**config.mk**
```make
export PLATFORM = sky130hd
export DESIGN_NAME = tetris_move_arbiter
export DESIGN_NICKNAME = d
export VERILOG_FILES = /design/src/rtl/tetris_move_arbiter.sv
export SDC_FILE = /design/constraint.sdc
export NUM_CORES = 1
export LEC_CHECK = 0
export BUFFER_PORTS_ARGS = -buffer_cell sky130_fd_sc_hd__buf_2
export CORE_ASPECT_RATIO = 2
export CORE_UTILIZATION = 50
export DETAILED_ROUTE_END_ITERATION = 8
export PLACE_DENSITY = 0.66
export SYNTH_ARGS = -nofsm -noshare
export SYNTH_HDL_FRONTEND = slang
export SYNTH_SLANG_ARGS = --single-unit
```
**constraint.sdc**
```tcl
create_clock -name iVGA_CLK -period 7.8 [get_ports iVGA_CLK]
set_input_delay 1.56 -clock iVGA_CLK [delete_from_list [all_inputs] [get_ports iVGA_CLK]]
set_output_delay 1.56 -clock iVGA_CLK [all_outputs]
set_load 0.05 [all_outputs]
```
**src/rtl/tetris_move_arbiter.sv**
```systemverilog
// Button debouncer, gravity tick generator and command sequencer feeding the tetris piece engine.
// One command is in flight at a time over a valid/ready/done handshake; blocked downward steps raise lock.
module tetris_move_arbiter #(
    parameter int FALL_DIV = 12_500_000,
    parameter int DEBOUNCE = 250_000
) (
    input  logic       iVGA_CLK,
    input  logic       reset,
    input  logic       up,
    input  logic       left,
    input  logic       down,
    input  logic       right,
    input  logic       enable,
    output logic       cmd_valid,
    output logic [2:0] cmd,
    input  logic       cmd_ready,
    input  logic       cmd_done,
    input  logic       cmd_hit,
    output logic       lock,
    output logic       fall_down_clk,
    output logic       busy
);

    localparam int FW = $clog2(FALL_DIV);
    localparam int DW = (DEBOUNCE > 1) ? $clog2(DEBOUNCE) : 1;

    localparam logic [1:0] ST_IDLE  = 2'd0;
    localparam logic [1:0] ST_ISSUE = 2'd1;
    localparam logic [1:0] ST_WAIT  = 2'd2;
    localparam logic [1:0] ST_LOCK  = 2'd3;

    localparam logic [2:0] CMD_IDLE   = 3'd0;
    localparam logic [2:0] CMD_LEFT   = 3'd1;
    localparam logic [2:0] CMD_RIGHT  = 3'd2;
    localparam logic [2:0] CMD_ROTATE = 3'd3;
    localparam logic [2:0] CMD_DOWN   = 3'd4;
    localparam logic [2:0] CMD_GRAV   = 3'd5;

    // Button index: 0 up, 1 left, 2 right, 3 down.
    logic [3:0]    btn_raw_s;
    logic [3:0]    sync1_r;
    logic [3:0]    sync2_r;
    logic [3:0]    acc_r;
    logic [3:0]    press_r;
    logic [DW-1:0] deb_cnt_r [4];

    logic [FW-1:0] grav_cnt_r;
    logic          fall_r;

    // Pending bit order is grant priority: 0 gravity, 1 rotate, 2 left, 3 right, 4 down.
    logic [4:0]    pend_r;
    logic [4:0]    pend_set_s;
    logic [4:0]    pend_clr_s;

    logic [1:0]    state_r;
    logic [1:0]    state_nx_s;
    logic [2:0]    cmd_r;
    logic [2:0]    cmd_nx_s;
    logic          cmd_valid_r;
    logic          lock_r;
    logic          busy_r;

    assign btn_raw_s  = {down, right, left, up};
    assign pend_set_s = {press_r[3], press_r[2], press_r[1], press_r[0], fall_r};

    assign cmd_valid     = cmd_valid_r;
    assign cmd           = cmd_r;
    assign lock          = lock_r;
    assign fall_down_clk = fall_r;
    assign busy          = busy_r;

    // Synchronize the raw pins, debounce each level and pulse on an accepted press.
    always_ff @(posedge iVGA_CLK or posedge reset) begin
        if (reset) begin
            sync1_r <= 4'b1111;
            sync2_r <= 4'b1111;
            acc_r   <= 4'b1111;
            press_r <= 4'b0000;
            for (int i = 0; i < 4; i++) begin
                deb_cnt_r[i] <= '0;
            end
        end else begin
            sync1_r <= btn_raw_s;
            sync2_r <= sync1_r;
            for (int i = 0; i < 4; i++) begin
                if (sync2_r[i] != acc_r[i]) begin
                    if (deb_cnt_r[i] == DW'(DEBOUNCE - 1)) begin
                        acc_r[i]     <= sync2_r[i];
                        deb_cnt_r[i] <= '0;
                        // Old level high means the new accepted level is a press.
                        press_r[i]   <= acc_r[i];
                    end else begin
                        deb_cnt_r[i] <= deb_cnt_r[i] + 1'b1;
                        press_r[i]   <= 1'b0;
                    end
                end else begin
                    deb_cnt_r[i] <= '0;
                    press_r[i]   <= 1'b0;
                end
            end
        end
    end

    // Gravity divider: free-runs while enabled, parked at zero while paused.
    always_ff @(posedge iVGA_CLK or posedge reset) begin
        if (reset) begin
            grav_cnt_r <= '0;
            fall_r     <= 1'b0;
        end else if (!enable) begin
            grav_cnt_r <= '0;
            fall_r     <= 1'b0;
        end else if (grav_cnt_r == FW'(FALL_DIV - 1)) begin
            grav_cnt_r <= '0;
            fall_r     <= 1'b1;
        end else begin
            grav_cnt_r <= grav_cnt_r + 1'b1;
            fall_r     <= 1'b0;
        end
    end

    // Pending requests: set wins over clear, everything flushed while paused.
    always_ff @(posedge iVGA_CLK or posedge reset) begin
        if (reset) begin
            pend_r <= 5'b00000;
        end else if (!enable) begin
            pend_r <= 5'b00000;
        end else begin
            pend_r <= (pend_r & ~pend_clr_s) | pend_set_s;
        end
    end

    // Next-state, grant selection and pending clears of the command sequencer.
    always_comb begin
        state_nx_s = state_r;
        cmd_nx_s   = cmd_r;
        pend_clr_s = 5'b00000;
        case (state_r)
            ST_IDLE: begin
                cmd_nx_s = CMD_IDLE;
                if (enable && (pend_r != 5'b00000)) begin
                    state_nx_s = ST_ISSUE;
                    if (pend_r[0]) begin
                        cmd_nx_s   = CMD_GRAV;
                        pend_clr_s = 5'b00001;
                    end else if (pend_r[1]) begin
                        cmd_nx_s   = CMD_ROTATE;
                        pend_clr_s = 5'b00010;
                    end else if (pend_r[2]) begin
                        cmd_nx_s   = CMD_LEFT;
                        pend_clr_s = 5'b00100;
                    end else if (pend_r[3]) begin
                        cmd_nx_s   = CMD_RIGHT;
                        pend_clr_s = 5'b01000;
                    end else begin
                        cmd_nx_s   = CMD_DOWN;
                        pend_clr_s = 5'b10000;
                    end
                end else begin
                    state_nx_s = ST_IDLE;
                end
            end
            ST_ISSUE: begin
                if (cmd_ready) begin
                    state_nx_s = ST_WAIT;
                end else begin
                    state_nx_s = ST_ISSUE;
                end
            end
            ST_WAIT: begin
                if (cmd_done) begin
                    // Only a blocked downward step fixes the piece; blocked side moves are dropped.
                    if (cmd_hit && ((cmd_r == CMD_GRAV) || (cmd_r == CMD_DOWN))) begin
                        state_nx_s = ST_LOCK;
                    end else begin
                        state_nx_s = ST_IDLE;
                        cmd_nx_s   = CMD_IDLE;
                    end
                end else begin
                    state_nx_s = ST_WAIT;
                end
            end
            ST_LOCK: begin
                state_nx_s = ST_IDLE;
                cmd_nx_s   = CMD_IDLE;
                pend_clr_s = 5'b10001;
            end
            default: begin
                state_nx_s = ST_IDLE;
                cmd_nx_s   = CMD_IDLE;
            end
        endcase
    end

    // Sequencer state and registered handshake outputs.
    always_ff @(posedge iVGA_CLK or posedge reset) begin
        if (reset) begin
            state_r     <= ST_IDLE;
            cmd_r       <= CMD_IDLE;
            cmd_valid_r <= 1'b0;
            lock_r      <= 1'b0;
            busy_r      <= 1'b0;
        end else begin
            state_r     <= state_nx_s;
            cmd_r       <= cmd_nx_s;
            cmd_valid_r <= (state_nx_s == ST_ISSUE);
            lock_r      <= (state_nx_s == ST_LOCK);
            busy_r      <= (state_nx_s != ST_IDLE);
        end
    end

endmodule

```
==> impl_metrics.json <==
{
  "post-dp-hpwl_mm": 8.38,
  "io_buf_count": 16,
  "postSynthCellCount": 586,
  "timing.fmax_ghz": 0.382,
  "ys_types": 47,
  "post_synth_main_area_contributors": "sky130_fd_sc_hd__dfrtp_1 48%, sky130_fd_sc_hd__dfstp_2 5.3%, sky130_fd_sc_hd__xor2_1 5.1%",
  "worst_ep_arrival_time_ns": 1.06,
  "worst_pin_slew_ns": 0.862,
  "hold_viol": 0,
  "result_of_the_run": "complete, no violations",
  "crit_path_end_kind": "output port",
  "p_leak_nw": 2.85,
  "clock_tree.buffer_depth": 2,
  "floorplan.die.height_microns": 157,
  "synthesized_cell_area_sq_mm": 0.00600,
  "critPathKind": "reg -> out",
  "synth.yosys.warnings": 0,
  "globalRouteOverflowTotal": 0,
  "critical_path_fanout_max": 3,
  "cts.repair.resized": 0,
  "cts_buffers": 17,
  "worstHoldPathType": "reg -> reg",
  "netlist.top_cell.by_area": "sky130_fd_sc_hd__dfrtp_1",
  "avgViaCountPerCell": 5.77,
  "maximum_number_of_pins_on_one_net_before_global_route_repair": 71,
  "tritoncts_num_sinks": 126,
  "yosys_most_used_dff": "sky130_fd_sc_hd__dfrtp_1",
  "fillerInstances": 1005,
  "peakVddDrop_v": 0.000145,
  "insertion_delay_ns": 0.41,
  "critPathRequiredTime_ns": 6.24,
  "clk_root_buffer_cell": "sky130_fd_sc_hd__clkbuf_16",
  "gp_congestion": 0.823,
  "worst_setup_skew_after_layout_ns": 0.0114,
  "cts_hold_buffers": 0,
  "core_area_sq_mm": 0.0117,
  "synth_seq_area_share": 0.528,
  "floorplan.initialDensity": 0.513,
  "maxSlewHeadroom": 0.420,
  "fin_crit_ns": 2.62,
  "setup_viol": 0,
  "synth_top_area_frac": 0.475,
  "design.final.nets": 632,
  "synth_fp_nets": 605,
  "synth_edf_count": 0,
  "die_area_sq_mm": 0.0125,
  "insertedDiodeCount": 0,
  "critical_path.n_buffers_inverters": 1,
  "hold-worst-slack_ns": 0.355,
  "synthesis_to_finish_area_growth_pct": 13.9,
  "cts_tree": "done",
  "crit_slowest_cell": "sky130_fd_sc_hd__dfrtp_1",
  "post_drt_wl_per_cell_microns": 15.5,
  "worstPathCellList": "buf_2",
  "route.antenna.remaining_nets": 0,
  "fin_setup_tns_ns": 0,
  "grt_usage": 0.212,
  "cap_viol_max_count": 0,
  "cts.reportedPaths.clkPinSlew_ns": 0.05,
  "clock_tree.htree_level_count": 4,
  "drt-pass1-iter-count": 4,
  "synth_area_per_cell_sq_um": 10.2,
  "worst_path_dominant_cell_family": "flip-flops",
  "fp.dieW_microns": 79.5,
  "routed_wl_mm": 12.0,
  "detail_route.iter0.violations": 221,
  "synth_async_sr_flop_share": 1.00,
  "grt_first_pass_wirelength_mm": 20.3,
  "grt_antenna_before_repair": 0,
  "drive_gt1_frac": 0.134,
  "io_pins": 17,
  "route.vias.total": 4447,
  "grt_setup_unrepaired": "no",
  "postCtsSetupRepairBufs": 0,
  "drc_errors": 0,
  "drv_slew": 0,
  "cp-start-kind": "register",
  "number_of_global_route_vias_before_repair": 4506,
  "cp_slowest_stage_delay_ns": 0.38,
  "fin_crit_sh": 0.336,
  "synth.ff_latch_count": 126,
  "std_cell_rows": 56,
  "power_per_cell_area_mw_per_mm2": 225
}
cell usage after synthesis, types with 3 or more instances:
cell	count
sky130_fd_sc_hd__nand3b_1	3
sky130_fd_sc_hd__nand4_1	25
sky130_fd_sc_hd__nor4_1	11
sky130_fd_sc_hd__nor2b_1	4
sky130_fd_sc_hd__or4_1	15
sky130_fd_sc_hd__dfrtp_1	114
sky130_fd_sc_hd__xnor2_1	31
sky130_fd_sc_hd__nand3_1	40
sky130_fd_sc_hd__o31ai_1	8
sky130_fd_sc_hd__clkbuf_1	9
sky130_fd_sc_hd__nor3b_1	5
sky130_fd_sc_hd__and4_1	9
sky130_fd_sc_hd__a21oi_1	31
sky130_fd_sc_hd__nand2_1	31
sky130_fd_sc_hd__nor4b_1	4
sky130_fd_sc_hd__dfstp_2	12
sky130_fd_sc_hd__xor2_1	35
sky130_fd_sc_hd__mux2_2	6
sky130_fd_sc_hd__o41ai_2	4
sky130_fd_sc_hd__or3_1	10
sky130_fd_sc_hd__and3_1	14
sky130_fd_sc_hd__inv_1	17
sky130_fd_sc_hd__nor2_1	79
sky130_fd_sc_hd__nor3_1	12
sky130_fd_sc_hd__ha_1	9
sky130_fd_sc_hd__o21ai_0	18
sky130_fd_sc_hd__buf_2	5
per-layer routing:
layer	vias up	global-route usage	share of wire	wire length, microns
li1	2150	-	-	-
met1	2220	0.217	0.39	4650
met2	49	0.395	0.57	6790
met3	28	0.0470	0.018	213
met4	0	0.0987	0.025	302
met5	-	0	0	0
cells in the final DEF, fill, tap and decap left out, types with 10 or more instances in the layout:
cell / instances
sky130_fd_sc_hd__nand3_1: 40
sky130_fd_sc_hd__nand2_1: 31
sky130_fd_sc_hd__or3_1: 10
sky130_fd_sc_hd__and3_1: 14
sky130_fd_sc_hd__clkbuf_16: 17
sky130_fd_sc_hd__o21ai_0: 18
sky130_fd_sc_hd__nor3_1: 12
sky130_fd_sc_hd__buf_2: 16
sky130_fd_sc_hd__xor2_1: 35
sky130_fd_sc_hd__a21oi_1: 31
sky130_fd_sc_hd__nor2_1: 79
sky130_fd_sc_hd__dfstp_2: 12
sky130_fd_sc_hd__nand4_1: 25
sky130_fd_sc_hd__or4_1: 15
sky130_fd_sc_hd__dfrtp_1: 114
sky130_fd_sc_hd__inv_1: 16
sky130_fd_sc_hd__xnor2_1: 31
sky130_fd_sc_hd__nor4_1: 11
worst paths after layout:
path,depth (start not counted),from,end,slack (ns)
max in group asynchronous,3,reset,deb_cnt_r[32]$_DFF_PP0_,5.21
worst max register to register,5,deb_cnt_r[36]$_DFF_PP0_,deb_cnt_r[52]$_DFF_PP0_,5.67
worst min register to register,0,sync1_r[3]$_DFF_PP1_,sync2_r[3]$_DFF_PP1_,0.35
min in group asynchronous,2,reset,deb_cnt_r[12]$_DFF_PP0_,1.26
worst min-delay path,0,sync1_r[3]$_DFF_PP1_,sync2_r[3]$_DFF_PP1_,0.35
worst max-delay path,1,cmd[2]$_DFFE_PP0P_,cmd[2],5.18
flip-flops by register name, indices dropped and copies added (netlist names), 2 cells and up:
signal / cells
deb_cnt_r: 72
grav_cnt_r: 24
pend_r: 5
acc_r: 4
press_r: 4
sync1_r: 4
sync2_r: 4
cmd: 3
state_r: 2
logic make-up (layout without fill, tap and decap cells):
kind of cell | Yosys count | in the layout | synth area share
AO/OA/AOI/OAI | 69 | 69 | 0.0738
XOR/XNOR | 66 | 66 | 0.0963
adder cells (fa/ha/maj) | 9 | 9 | 0.0188
buffers and inverters | 31 | 71 | 0.0204
flip-flops | 126 | 126 | 0.528
multiplexers | 7 | 7 | 0.0129
AND/OR/NAND/NOR | 278 | 278 | 0.250
power by group:
part           leakage (nW)  switching, mW  internal [mW]  total (mW)
sequential             1.71         0.0109          0.670       0.681
clock                 0.288          0.265          0.503       0.768
combinational         0.861         0.0607         0.0319      0.0926
total                  2.85          0.336           1.21        1.54
layout make-up:
| class | instances | area, sq um | share of cell area |
|---|---|---|---|
| clock buffers | 26 | 499 | 0.0730 |
| inverters | 17 | 66.3 | 0.00970 |
| multi-input cells | 429 | 2710 | 0.397 |
| repair buffers | 22 | 125 | 0.0183 |
| well taps | 145 | 181 | 0.0265 |
| clock inverters | 6 | 83.8 | 0.0123 |
| flip-flops and latches | 126 | 3170 | 0.463 |
stage by stage:
stage	worst slack, ns	instance area, sq um	power (mW)	instances	utilization
2_1_floorplan	2.90	6000	0.759	586	-
3_3_place_gp	4.73	6250	0.782	739	0.534
3_5_place_dp	4.66	6250	0.786	739	0.534
4_1_cts	5.10	6840	1.56	771	0.584
5_1_grt	4.91	6840	1.60	771	0.584
6_report	5.18	6840	1.54	771	0.584
No activity file was read; power rests on OpenSTA's default activity.
